$ cat src/rtl/fsm_sched_pkg.sv
// fsm_sched_pkg -- shared types and constants for the fsm_sched block.
//   state_t          : scheduler FSM states (IDLE, TRIG, WAIT, ACK)
//   DEFAULT_TIMEOUT  : default watchdog limit in enabled cycles
//   MAX_REQ          : largest supported requester count
//   onehot_idx()     : index of the set bit of a one-hot vector
package fsm_sched_pkg;

    typedef enum logic [1:0] {
        IDLE = 2'd0,
        TRIG = 2'd1,
        WAIT = 2'd2,
        ACK  = 2'd3
    } state_t;

    localparam int DEFAULT_TIMEOUT = 64;
    localparam int MAX_REQ         = 8;

    // Returns the position of the (single) set bit; 0 for an all-zero input.
    function automatic logic [2:0] onehot_idx(input logic [MAX_REQ-1:0] oh);
        logic [2:0] idx;
        idx = '0;
        for (int i = 0; i < MAX_REQ; i++) begin
            if (oh[i]) idx = 3'(i);
        end
        return idx;
    endfunction

endpackage

$ cat src/rtl/fsm_sched_rr.sv
// rr_arbiter -- combinational round-robin selector.
//   req  [N_REQ-1:0] : level requests
//   last [LW-1:0]    : index of the previous winner
//   gnt  [N_REQ-1:0] : one-hot winner; search starts at (last+1) mod N_REQ,
//                      all zeros when nothing is requested
module rr_arbiter
    import fsm_sched_pkg::*;
#(
    parameter int N_REQ = 4,
    parameter int LW    = $clog2(N_REQ)
) (
    input  logic [N_REQ-1:0] req,
    input  logic [LW-1:0]    last,
    output logic [N_REQ-1:0] gnt
);

    logic          found;
    logic [LW-1:0] idx;

    // Walk the ring once starting just after the last winner; the first
    // requester met wins.
    always_comb begin
        gnt   = '0;
        found = 1'b0;
        idx   = '0;
        for (int k = 1; k <= N_REQ; k++) begin
            idx = LW'((int'(last) + k) % N_REQ);
            if (!found && req[idx]) begin
                gnt[idx] = 1'b1;
                found    = 1'b1;
            end
        end
    end

endmodule

$ cat src/rtl/fsm_sched.sv
// fsm_sched -- grants one requester at a time a job on a shared timer FSM,
// with a watchdog that ends the job if the timer never reports done.
//   clk, rst_n   : clock, asynchronous active-low reset
//   en           : global enable (forwarded as fsm_en, gates new grants,
//                  gates watchdog counting)
//   req  [N_REQ] : level requests
//   gnt  [N_REQ] : one-hot grant, held for the whole job
//   ack  [N_REQ] : one-cycle completion pulse to the granted requester
//   err          : one-cycle pulse with ack when the watchdog ended the job
//   busy         : high in every state except IDLE
//   fsm_trigger  : one-cycle start pulse to the shared timer
//   fsm_en       : enable to the shared timer (equals en)
//   fsm_done     : completion from the shared timer, honoured only in WAIT
//
// Handshake: a job is started by fsm_trigger and finished by the first
// fsm_done seen while waiting; fsm_done at any other time is ignored.
module fsm_sched
    import fsm_sched_pkg::*;
#(
    parameter int N_REQ   = 4,
    parameter int TIMEOUT = DEFAULT_TIMEOUT
) (
    input  logic             clk,
    input  logic             rst_n,
    input  logic             en,
    input  logic [N_REQ-1:0] req,
    output logic [N_REQ-1:0] gnt,
    output logic [N_REQ-1:0] ack,
    output logic             err,
    output logic             busy,
    output logic             fsm_trigger,
    output logic             fsm_en,
    input  logic             fsm_done
);

    localparam int LW = $clog2(N_REQ);
    localparam int CW = $clog2(TIMEOUT);
    localparam logic [CW-1:0] CNT_MAX = CW'(TIMEOUT - 1);

    state_t           state_q, state_d;
    logic [N_REQ-1:0] gnt_q, gnt_d;
    logic [LW-1:0]    last_q, last_d;
    logic [CW-1:0]    cnt_q, cnt_d;
    logic             err_q, err_d;
    logic [N_REQ-1:0] arb_gnt;

    rr_arbiter #(.N_REQ(N_REQ), .LW(LW)) u_rr_arbiter (
        .req  (req),
        .last (last_q),
        .gnt  (arb_gnt)
    );

    always_ff @(posedge clk or negedge rst_n) begin
        if (!rst_n) begin
            state_q <= IDLE;
            gnt_q   <= '0;
            last_q  <= LW'(N_REQ - 1);  // requester 0 wins first
            cnt_q   <= '0;
            err_q   <= 1'b0;
        end else begin
            state_q <= state_d;
            gnt_q   <= gnt_d;
            last_q  <= last_d;
            cnt_q   <= cnt_d;
            err_q   <= err_d;
        end
    end

    always_comb begin
        state_d = state_q;
        gnt_d   = gnt_q;
        last_d  = last_q;
        cnt_d   = cnt_q;
        err_d   = err_q;
        case (state_q)
            IDLE: begin
                if (en && (|req)) begin
                    gnt_d   = arb_gnt;
                    state_d = TRIG;
                end
            end
            TRIG: begin
                cnt_d   = '0;
                err_d   = 1'b0;
                state_d = WAIT;
            end
            WAIT: begin
                // done wins over a watchdog expiry on the same cycle
                if (fsm_done) begin
                    err_d   = 1'b0;
                    state_d = ACK;
                end else if (en) begin
                    if (cnt_q == CNT_MAX) begin
                        err_d   = 1'b1;
                        state_d = ACK;
                    end else begin
                        cnt_d = cnt_q + CW'(1);
                    end
                end
            end
            ACK: begin
                last_d  = LW'(onehot_idx(MAX_REQ'(gnt_q)));
                gnt_d   = '0;
                err_d   = 1'b0;
                state_d = IDLE;
            end
            default: state_d = IDLE;
        endcase
    end

    assign gnt         = gnt_q;
    assign ack         = (state_q == ACK) ? gnt_q : '0;
    assign err         = (state_q == ACK) && err_q;
    assign busy        = (state_q != IDLE);
    assign fsm_trigger = (state_q == TRIG);
    assign fsm_en      = en;

endmodule

$ cat config.mk
export PLATFORM = sky130hd
export DESIGN_NAME = fsm_sched
export DESIGN_NICKNAME = d
export VERILOG_FILES = /design/src/rtl/fsm_sched_pkg.sv /design/src/rtl/fsm_sched_rr.sv /design/src/rtl/fsm_sched.sv
export SDC_FILE = /design/constraint.sdc
export NUM_CORES = 1
export LEC_CHECK = 0
export CORE_MARGIN = 1
export CORE_UTILIZATION = 51
export CTS_CLUSTER_DIAMETER = 100
export DETAILED_ROUTE_END_ITERATION = 16
export PLACE_DENSITY = 0.81
export SLEW_MARGIN = 25
export SYNTH_ARGS = -nofsm -noshare
export SYNTH_HDL_FRONTEND = slang
export SYNTH_SLANG_ARGS = --single-unit
export TNS_END_PERCENT = 1
$ cat constraint.sdc
create_clock -name clk -period 2.4 [get_ports clk]
set_clock_uncertainty 0.15 [all_clocks]
set_input_delay 0.48 -clock clk [delete_from_list [all_inputs] [get_ports clk]]
set_output_delay 0.48 -clock clk [all_outputs]
set_load 0.01 [all_outputs]
==> results.cfg, run 1 <==
[run_status]
status = complete, no violations

[sta]
hold_violations = 0
fin_crit_ns = 2.33
fmax_mhz = 429
tightest_slew_ns = 0.698
rsz0062_at_grt = true
post-route-period-util = 0.970
post-route-worst-setup-slack_ns = 0.0712
drv_slew = 0
fin_hold_ws_ns = 0.380
finalSetupViolCount = 0
maxSlewHeadroom = 0.533

[cells_and_area]
layout.cells.most_common = clkdlybuf4s50_1
area_delta_synth_final_pct = 25.0
antennaDiodeCount = 0
final_nets = 157
final_cell_mix = clkdlybuf4s50_1, o21ai_0, ha_1, dfrtp_1
drive_above_1_share = 0.127
utilization = 0.687
instances_no_fill = 161

[place]
gp_routability_congestion = 0.964
post-place-ws_ns = -0.0290
port_buffers = 19
dp_hpwl_mm = 1.70
dpl.cell_count = 155

[synthesis]
syn_avg_cell_area_um2 = 10.1
yosysWarnings = 0
synth.distinct_cells = 30
syn_inst = 109
ys_ff_latch = 15
synth_nets = 131
netlist_area_um2 = 1100
yosysSeqAreaShare = 0.344

[power]
power_w = 0.00139
power_density_nw_per_um2 = 1010
cellLeakagePower_nw = 0.578
ir_drop_mv = 0.666

[clock_tree]
clock_path_buffers = 2
clock_latency_ns = 0.28
cts_hold_buffers = 0
clkSinkCount = 15
cts_tree = done
numCtsBuffers = 3
cts-root-buf = clkbuf_4
cts.htree.levels = 1
cts.reportedPaths.clkPinSlew_ns = 0.10

[grt]
antenna_found_initial = 0
grt_remaining_overflow = 0
grt_pass1_vias = 864
grt_max_degree = 16
grtUsageTotal = 0.208
grt_first_pass_wirelength_mm = 3.80

[floorplan]
die_area_um2 = 2350
rows = 16
start_util = 0.549
num_io_pins = 20
die_w_um = 48.4
dieHeight_um = 48.4
core_um2 = 2000

[critical_path]
arrival_ns = 1.70
crit_slowest_cell = clkdlybuf4s50_1
reg2reg_slack_ns = 0.13
path_cells = ha_2, and2_1, clkdlybuf4s50_1
timing.rr.start = last_q[1]
r2r-end = gnt[2]
critPathLaunchType = register
cp_max_fo = 12
crit_path_end_kind = output pin
crit_type = reg -> out
r2r_cells = 6
cp_slowest_stage_delay_ns = 0.53
required_ns = 1.77

[routing]
vias = 895
drt-initial-drc-count = 10
vias_per_cell = 5.56
ant_nets = 0
drc = 0
drt-wirelength-per-cell_um = 13.5
first_pass_iters = 4
wirelength_mm = 2.18

[min_path]
hold_end = cnt_q[1]
hp-class = reg -> reg
holdPathStages = 2
worstHoldStart = cnt_q[1]

[run]
maxCapViolCount = 0
cell usage after synthesis:
| master | number | area share |
|---|---|---|
| a211oi_1 | 1 | 0.0068 |
| a21oi_1 | 3 | 0.014 |
| a221oi_1 | 4 | 0.032 |
| a22oi_1 | 5 | 0.034 |
| and2_1 | 6 | 0.034 |
| and2b_1 | 1 | 0.0068 |
| buf_4 | 1 | 0.0068 |
| clkbuf_1 | 1 | 0.0034 |
| dfrtp_1 | 13 | 0.30 |
| dfstp_2 | 2 | 0.048 |
| ha_1 | 14 | 0.16 |
| inv_1 | 7 | 0.024 |
| mux2_2 | 2 | 0.020 |
| mux2i_1 | 1 | 0.0091 |
| mux4_1 | 1 | 0.024 |
| mux4_2 | 2 | 0.041 |
| nand2_1 | 6 | 0.020 |
| nand2b_1 | 1 | 0.0057 |
| nand3_1 | 3 | 0.014 |
| nor2_1 | 7 | 0.024 |
| nor2b_1 | 3 | 0.017 |
| nor2b_4 | 1 | 0.013 |
| nor3_1 | 1 | 0.0045 |
| nor4b_4 | 1 | 0.022 |
| o211ai_1 | 1 | 0.0068 |
| o21ai_0 | 15 | 0.068 |
| o2bb2ai_1 | 1 | 0.0080 |
| o31ai_1 | 1 | 0.0068 |
| o41ai_1 | 1 | 0.0080 |
| xnor2_1 | 3 | 0.024 |
logic make-up after synthesis:
| kind of cell | Yosys count | share of synthesized area |
|---|---|---|
| DFF | 15 | 0.344 |
| adders and majority gates | 14 | 0.159 |
| AOI/OAI and AO/OA | 32 | 0.184 |
| xor gates and xnor gates | 3 | 0.0239 |
| muxes | 6 | 0.0944 |
| and+or+nand+nor | 30 | 0.160 |
| buffers and inverters | 9 | 0.0341 |
cell type report:
class	instances	area, um2
multi-input cells	85	687
fillers	159	627
flip-flops and latches	15	378
repair buffers	23	220
well taps	27	33.8
inverters	7	26.3
clock buffers	3	22.5
clock inverters	1	7.51
flip-flops by register name, indices dropped and copies added (netlist names):
| signal | flops |
|---|---|
| cnt_q | 6 |
| err_q | 1 |
| gnt | 4 |
| last_q | 2 |
| state_q | 2 |
worst max-delay path, delay by kind of cell (launching register included):
family	cells	cell delay, ns
adder cells (fa/ha/maj)	1	0.32
buffers and inverters	1	0.53
flip-flops	1	0.41
AND/OR/NAND/NOR	1	0.16
per-layer routing:
metal,GRT usage,up-vias,part of all wire
met2,0.385,18,0.52
li1,-,443,-
met1,0.242,430,0.44
met5,0,-,0
met4,0.0588,0,0.0097
met3,0.0409,4,0.028
metrics by stage:
step	TNS [ns]	cell area [um2]
floorplan	0	1100
global placement	0	1330
detailed placement	-0.0406	1330
CTS	0	1360
global route	-0.0655	1380
finish	0	1380
where the power goes:
| group | switching, W | total, W | internal, W |
|---|---|---|---|
| Clock | 0.0000915 | 0.000155 | 0.0000632 |
| Combinational | 0.000436 | 0.000831 | 0.000395 |
| Sequential | 0.0000707 | 0.000407 | 0.000337 |
what timing repair did:
action	in CTS	in global routing
cloned	0	0
resized for setup	1	0
endpoints found under the setup margin	5	9
buffers inserted	0	2
worst max path at each step:
stage | from | to | cells after the start | slack, ns
global placement | req[2] | gnt[1] | 5 | 0.06
CTS | last_q[0] | gnt[2] | 6 | 0.04
finish | state_q[1] | err | 3 | 0.07
detailed placement | req[2] | gnt[2] | 5 | -0.03
global route | state_q[1] | ack[3] | 3 | -0.02
floorplan | last_q[0] | gnt[0] | 6 | 0.29
No activity file was read; power rests on OpenSTA's default activity.
==> inputs of run 2 (changes only) <==
--- a/config.mk
+++ b/config.mk
@@ -5,11 +5,14 @@
 export SDC_FILE = /design/constraint.sdc
 export NUM_CORES = 1
 export LEC_CHECK = 0
+export CELL_PAD_IN_SITES_DETAIL_PLACEMENT = 1
+export CELL_PAD_IN_SITES_GLOBAL_PLACEMENT = 1
+export CORE_ASPECT_RATIO = 0.6
 export CORE_MARGIN = 1
-export CORE_UTILIZATION = 51
+export CORE_UTILIZATION = 40
 export CTS_CLUSTER_DIAMETER = 100
 export DETAILED_ROUTE_END_ITERATION = 16
-export PLACE_DENSITY = 0.81
+export PLACE_DENSITY = 0.82
 export SLEW_MARGIN = 25
 export SYNTH_ARGS = -nofsm -noshare
 export SYNTH_HDL_FRONTEND = slang
==> run 2 against run 1 <==
Register-to-register slack lost 0.05 ns; combinational power grew 15%; fmax grew 0.29%; worst setup slack gained 0.0068 ns; final area grew 3.9%; flip-flop and latch count is the same; sequential share of layout area shrank 1.0 points; total power grew 15%; critical path type is now reg -> reg; critical endpoint is now gnt[2]; largest power group unchanged.
==> results.cfg, run 2 (synthesis gave the netlist of run 1 again) <==
[run_status]
status = complete, no violations

[cells_and_area]
final_cell_mix = clkdlybuf4s50_1, o21ai_0, ha_1, dfrtp_1
regArea_um2 = 378
multiInputGateArea_um2 = 693
final_nets = 160
antennaDiodeCount = 0
fillers = 285
area_delta_synth_final_pct = 29.9
design_area_um2 = 1430
layout.cells.most_common = clkdlybuf4s50_1
largest_register_ffs = 6
drive_above_1_share = 0.153
largest_register = cnt_q

[floorplan]
dieHeight_um = 42.6
rows = 14
start_util = 0.430
die_area_um2 = 2970
num_io_pins = 20
die_w_um = 69.7
core_um2 = 2560

[sta]
post-route-period-util = 0.967
hold_violations = 0
rsz0062_at_grt = true
fmax_mhz = 431
fin_crit_ns = 2.32
post-route-worst-setup-slack_ns = 0.0781
finalSetupViolCount = 0
tightest_slew_ns = 0.714
maxSlewHeadroom = 0.523
finalSetupTns_ns = 0
drv_slew = 0

[clock_tree]
clock_latency_ns = 0.26
cts.reportedPaths.clkPinSlew_ns = 0.07
cts_hold_buffers = 0
cts_tree = done
cts.htree.levels = 1
clock_path_buffers = 2
numCtsBuffers = 3
clkSinkCount = 15
cts-root-buf = clkbuf_8

[place]
dp_hpwl_mm = 2.38
placed_cell_area_um2 = 1350
port_buffers = 19
post-place-ws_ns = -0.0516
gp_routability_congestion = 0.870

[power]
cellLeakagePower_nw = 0.612
power_density_nw_per_um2 = 1120
power_w = 0.00160
ir_drop_mv = 0.554

[routing]
first_pass_iters = 4
ant_nets = 0
drt-initial-drc-count = 40
wirelength_mm = 3.24
vias = 963
vias_per_cell = 5.70
drc = 0
drt-wirelength-per-cell_um = 19.2

[critical_path]
arrival_ns = 2.29
crit_type = reg -> reg
critPathLaunchType = register
r2r_cells = 6
reg2reg_slack_ns = 0.08
crit_path_end_kind = register
r2r-end = gnt[2]
timing.rr.start = last_q[1]
cp_max_fo = 6
required_ns = 2.37

[grt]
grtUsageTotal = 0.229
grt_max_degree = 16
antenna_found_initial = 0
grt_pass1_vias = 1002
grt_remaining_overflow = 0
grt_first_pass_wirelength_mm = 5.16

[run]
maxCapViolCount = 0

[min_path]
hp-class = reg -> reg
worstHoldStart = cnt_q[1]
hold_end = cnt_q[1]
holdPathStages = 2
## run 2: changes by cell type in the layout (fill, tap and decap cells not counted), sizes merged
cell           delta
buf               +3
clkdlybuf4s50     -1
clkinv            +1
clkinvlp          -1
dlymetal6s2s      +1
## run 2: report_power, final
group	internal, W	leakage, nW	switching (W)
clock	0.000115	0.0255	0.000101
sequential	0.000338	0.195	0.0000863
combinational	0.000438	0.392	0.000519
## run 2: metrics by stage
step / utilization / cells / hold slack (ns)
2_1_floorplan: - / 109 / 0.0344
4_1_cts: 0.545 / 166 / 0.390
6_report: 0.559 / 169 / 0.387
5_1_grt: 0.559 / 169 / 0.429
3_5_place_dp: 0.527 / 162 / 0.375
3_3_place_gp: 0.527 / 162 / 0.340
## run 2: critical path, stage by stage (launching register included)
cell and delay [ns]:
dfstp_2 0.60, inv_1 0.14, ha_1 0.34, mux4_1 0.35, nor2b_4 0.17, a221oi_1 0.27, o21ai_0 0.16
## run 2: per-layer routing
| metal | part of all wire | global-route usage | vias to the layer above | wire length, um |
|---|---|---|---|---|
| met2 | 0.48 | 0.379 | 26 | 1550 |
| met3 | 0.044 | 0.0625 | 7 | 144 |
| li1 | - | - | 452 | - |
| met1 | 0.46 | 0.301 | 478 | 1480 |
| met4 | 0.019 | 0.0520 | 0 | 62 |
| met5 | 0 | 0 | - | 0 |
## run 2: repair_timing
action,in CTS,in global routing
gates resized for setup,0,3
setup endpoints to repair,0,9
setup buffers,0,3
## run 2: worst max path at each step
stage	start	to	slack (ns)	depth (start not counted)
5_1_grt	last_q[1]	gnt[2]	-0.02	6
6_report	last_q[1]	gnt[2]	0.08	6
2_1_floorplan	last_q[0]	gnt[0]	0.29	6
4_1_cts	last_q[0]	gnt[0]	0.02	6
3_3_place_gp	req[2]	gnt[2]	0.002	5
3_5_place_dp	req[2]	gnt[0]	-0.05	5
## run 2: layout make-up
class,count,share of cell area
clock buffer,3,0.0289
clock inverter,1,0.00350
inverter,7,0.0184
multi-input combinational,85,0.485
sequential,15,0.264
tap,32,0.0280
timing repair buffer,26,0.172
==> variant 1 (settings of run 1) <==
Re-encode `state_t` (4 states) as one-hot, 4 bits wide.
--- a/src/rtl/fsm_sched_pkg.sv
+++ b/src/rtl/fsm_sched_pkg.sv
@@ -5,11 +5,11 @@
 //   onehot_idx()     : index of the set bit of a one-hot vector
 package fsm_sched_pkg;
 
-    typedef enum logic [1:0] {
-        IDLE = 2'd0,
-        TRIG = 2'd1,
-        WAIT = 2'd2,
-        ACK  = 2'd3
+    typedef enum logic [3:0] {
+        IDLE = 4'b0001,
+        TRIG = 4'b0010,
+        WAIT = 4'b0100,
+        ACK  = 4'b1000
     } state_t;
 
     localparam int DEFAULT_TIMEOUT = 64;
Function: no difference found for any inputs over 10 cycles, from zero or initial values and one cycle with rst_n low; not proved beyond that.
==> variant 1 against run 1 <==
Design area increased by 14%; fmax increased by 2.2%; synthesized area increased by 7.5%; sequential cell count increased by 2; die area increased by 7.2%; sequential power increased by 18%; sequential share of layout area about the same; power decreased by 2.1%; count of clock-buffer cells in the layout increased by 1; setup slack improved by 0.049 ns; routed wire length increased by 17%; first-iteration DRC count increased to 3.8 times the old value.
==> variant 1: results (changes against run 1) <==
clock buf count 4 (was 3); GRT met2 Usage 0.384 (was 0.385); clock sink count 17 (was 15); Non-CTS buffers 34 (was 23); Crit-path slowest cell dfstp_2 (was clkdlybuf4s50_1); area fraction of clock buffers and clock inverters 0.0168 (was 0.0218); M1 GR Usage 0.325 (was 0.242); Psw 0.000528 W (was 0.000598 W); Worst path max stage delay 0.41 ns (was 0.53 ns); fraction of area in registers 0.275 (about the same); post-route met1 wirelength 1200 µm (was 958 µm); Leakage 0.680 nW (was 0.578 nW); Largest register FFs 6 (unchanged); first-pass GRT wire length 4550 µm (was 3800 µm); Slew HR 0.722 (was 0.533); clk pwr 0.000147 W (was 0.000155 W); Yosys cell types 32 (was 30); ratio of final minimum period to clock period 0.950 (was 0.970); Post-Layout Cell Count 181 (was 161); crit-path max FO 10 (was 12); NumNets Final 171 (was 157); Placer Congestion 0.882 (was 0.964); FF-to-FF End gnt[1] (was gnt[2]); multi-input gates 91 (was 85); Syn. warnings 0 (unchanged); multi-input gate share of the layout cell area 0.476 (was 0.500); WL met2 1260 µm (was 1140 µm); Non-clock buffering overhead 0.193 (was 0.160); top cells by instance count after synthesis 14 x dfrtp_1, 11 x nand2_1, 9 x ha_1 (was 15 x o21ai_0, 14 x ha_1, 13 x dfrtp_1); register area share after synthesis 0.363 (was 0.344); crit path DAT 1.65 ns (was 1.70 ns); area of placed instances 1490 µm² (was 1330 µm²); FF-to-FF Start last_q[0] (was last_q[1]); drt wl/cell 14.1 µm (was 13.5 µm); worst setup path startpoint state_q[0] (was state_q[1]); synthesized netlist cell count 117 (was 109); cells resized by post-CTS repair 8 (was 1); Top Metal Used met3 (was met4); HP Class in -> async (was reg -> reg); fin area 1570 µm² (was 1380 µm²); fraction of layout cells with a size suffix above 1 0.235 (was 0.127); Layout fillers 166 (was 159); initial DRC count 38 (was 10); Max VDD drop 0.501 mV (was 0.666 mV); Ant. Diodes 0 (unchanged); placement-stage worst setup slack -0.112 ns (was -0.0290 ns); met3 usage 0.0303 (was 0.0409); All-Layer GR Usage 0.234 (was 0.208); syn nets 134 (was 131); status finished clean (unchanged); met3 WL post-DR 96 µm (was 60 µm); post-DR vias/cell 5.91 (was 5.56); Synth area leaders dfrtp_1 30%, ha_1 9.5%, mux4_2 7.6%, dfstp_2 6.7%, nor4b_4 4.0% (was dfrtp_1 30%, ha_1 16%, o21ai_0 6.8%, dfstp_2 4.8%, mux4_2 4.1%); sequential power share 0.353 (was 0.292); CP endpoint ack[1] (was err); sequential power 0.000481 W (was 0.000407 W); vias in the first global route 1038 (was 864)
-- variant 1: cell count changes after synthesis, sizes merged, moves of 5 or more --
cell          run 1  this run
a21oi             3         8
nand2             6        11
ha               14         9
o21ai            15         7
a31oi             0         6
-- variant 1: cell families (layout without fill, tap and decap cells) --
family | after synthesis | count (layout) | synth area share
xor gates and xnor gates | 3 | 3 | 0.0222
adders and majority gates | 9 | 9 | 0.0952
and+or+nand+nor | 42 | 42 | 0.225
AOI/OAI and AO/OA | 33 | 33 | 0.186
DFF | 17 | 17 | 0.363
muxes | 4 | 4 | 0.0762
buffers and inverters | 9 | 45 | 0.0317
-- variant 1: how the worst min path moves through the flow --
stage | start | end | slack, ns
6_report | rst_n | err_q | 0.36
3_5_place_dp | cnt_q[3] | cnt_q[3] | 0.40
3_3_place_gp | cnt_q[1] | cnt_q[1] | 0.39
5_1_grt | rst_n | err_q | 0.39
2_1_floorplan | rst_n | cnt_q[0] | 0.03
4_1_cts | rst_n | err_q | 0.36
==> variant 2 (settings of run 1) <==
Made on the original files. Set the package constant `DEFAULT_TIMEOUT` to 256 (it was 64).
--- a/src/rtl/fsm_sched_pkg.sv
+++ b/src/rtl/fsm_sched_pkg.sv
@@ -12,7 +12,7 @@
         ACK  = 2'd3
     } state_t;
 
-    localparam int DEFAULT_TIMEOUT = 64;
+    localparam int DEFAULT_TIMEOUT = 256;
     localparam int MAX_REQ         = 8;
 
     // Returns the position of the (single) set bit; 0 for an all-zero input.
Function: no difference found for any inputs over 10 cycles, from zero or initial values and one cycle with rst_n low; that may be too few to reach the edited logic, so the function may still have changed.
==> variant 2 against run 1 <==
Power shrank 1.2%; sequential cell count grew 2; non-clock buffer count grew 1; routed wire length grew 22%; setup slack lost 0.024 ns; design area grew 10%; synthesized area grew 12%; first-iteration DRC count grew 40%; fmax shrank 1.0%; final cell count grew 9.9%; die area grew 12%.
==> variant 2: results (changes against run 1) <==
status finished clean (unchanged); multiplexer share of the synthesized area 0.0800 (was 0.0944); vias post-DR 1057 (was 895); Yosys cell types 34 (was 30); Max VDD drop 0.710 mV (was 0.666 mV); DRC Markers 0 (unchanged); NumNets Final 172 (was 157); final WL 2660 µm (was 2180 µm); Largest Register cnt_q (unchanged); Ant. Diodes 0 (unchanged); crit-path max FO 12 (unchanged); Layout fillers 183 (was 159); register area share after synthesis 0.347 (was 0.344); synthesized-area fraction occupied by adder cells 0.142 (was 0.159); Synth Area in XOR/XNOR 0 (was 0.0239); syn nets 146 (was 131); Synth async-reset ratio 1.00 (unchanged); worst reg-to-reg setup slack 0.07 ns (was 0.13 ns); top cells by instance count after synthesis 15 x dfrtp_1, 14 x ha_1, 12 x a21oi_1 (was 15 x o21ai_0, 14 x ha_1, 13 x dfrtp_1); placement-stage worst setup slack 0.00152 ns (was -0.0290 ns); All-Layer GR Usage 0.218 (was 0.208); Max clock buf depth 2 (unchanged); CTS Buf Count 3 (unchanged); post-synthesis compound-gate area fraction 0.194 (was 0.184); Synth area leaders dfrtp_1 30%, ha_1 14%, mux4_2 5.5%, a21oi_1 4.9%, dfstp_2 4.3% (was dfrtp_1 30%, ha_1 16%, o21ai_0 6.8%, dfstp_2 4.8%, mux4_2 4.1%); CTS root buf clkbuf_4 (unchanged); FF-to-FF End gnt[2] (unchanged); largest net degree at the start of global routing 18 (was 16); H-tree Lvls 1 (unchanged); Worst-Skew Late Latency 0.30 ns (was 0.28 ns); initial DRC count 14 (was 10); first-pass GRT wire length 4270 µm (was 3800 µm); Leakage 0.638 nW (was 0.578 nW); HP Class in -> async (was reg -> reg); Largest register FFs 8 (was 6); hpwl dp 1970 µm (was 1700 µm); vias in the first global route 1040 (was 864); crit path DAT 1.72 ns (was 1.70 ns); delay-heaviest family, CP buffers and inverters (unchanged); Worst-Margin Slew 0.424 ns (was 0.698 ns); Placer Congestion 0.927 (was 0.964); fraction of layout cells with a size suffix above 1 0.128 (was 0.127); Worst path max stage delay 0.54 ns; area of placed instances 1480 µm² (was 1330 µm²)
variant 2: cell count changes in the layout (fill, tap and decap cells not counted), moves of 3 or more:
| cell | delta |
|---|---|
| nor2_1 | -5 |
| or4_1 | +3 |
| inv_1 | +4 |
| a22oi_1 | -5 |
| o21ai_0 | -8 |
| a21oi_1 | +9 |
| xnor2_1 | -3 |
| nand3b_1 | +5 |
| a221o_1 | +4 |
variant 2: layout make-up:
type | count | share of cell area
multi-input combinational | 93 | 0.497
clock buffer | 3 | 0.0149
inverter | 11 | 0.0273
timing repair buffer | 24 | 0.150
sequential | 17 | 0.282
clock inverter | 1 | 0.00495
tap | 28 | 0.0231
variant 2: cells by family (layout without fill, tap and decap cells):
| logic type | count (synthesis) | in the layout |
|---|---|---|
| buffers and inverters | 14 | 39 |
| multiplexers | 6 | 6 |
| AND/OR/NAND/NOR | 38 | 38 |
| flip-flops | 17 | 17 |
| adder cells (fa/ha/maj) | 14 | 14 |
| AO/OA/AOI/OAI | 35 | 35 |
variant 2: worst max path at each step:
stage / endpoint / slack (ns) / cells after the start
after global routing: err / -0.01 / 3
after detailed placement: gnt[2] / 0.002 / 5
after global placement: gnt[3] / 0.08 / 5
final: err / 0.05 / 3
after CTS: err / 0.04 / 3
after floorplan: gnt[2] / 0.21 / 6
variant 2: per-stage QoR:
stage / instances / util / hold WS (ns) / total power, W / setup TNS (ns)
floorplan: 124 / - / 0.0344 / 0.000938 / 0
global placement: 172 / 0.654 / 0.357 / 0.00116 / 0
detailed placement: 172 / 0.654 / 0.368 / 0.00119 / 0
CTS: 176 / 0.669 / 0.334 / 0.00137 / 0
global route: 177 / 0.672 / 0.383 / 0.00147 / -0.0128
finish: 177 / 0.672 / 0.335 / 0.00138 / 0
variant 2: timing repair:
| action | 4_1_cts | 5_1_grt |
|---|---|---|
| endpoints found under the setup margin | 5 | 2 |
| gates cloned | 0 | 0 |
| setup buffers | 0 | 1 |
| resized for setup | 1 | 0 |
variant 2: layer usage:
| metal | up-vias | GRT usage | share of wire |
|---|---|---|---|
| met4 | 0 | 0.104 | 0.010 |
| li1 | 516 | - | - |
| met3 | 4 | 0.0268 | 0.033 |
| met2 | 31 | 0.399 | 0.51 |
| met1 | 506 | 0.248 | 0.45 |
| met5 | - | 0 | 0 |
variant 2: worst register-to-register path, stage by stage (launching register included):
cell and delay, ns:
dfstp_2 0.60, inv_1 0.11, ha_1 0.33, mux4_2 0.43
a21oi_1 0.24, a221oi_2 0.08, a221o_1 0.27
variant 2: power breakdown:
| group | internal (W) | switching, W |
|---|---|---|
| registers | 0.000363 | 0.0000650 |
| logic | 0.000360 | 0.000422 |
| clock network | 0.0000635 | 0.000104 |
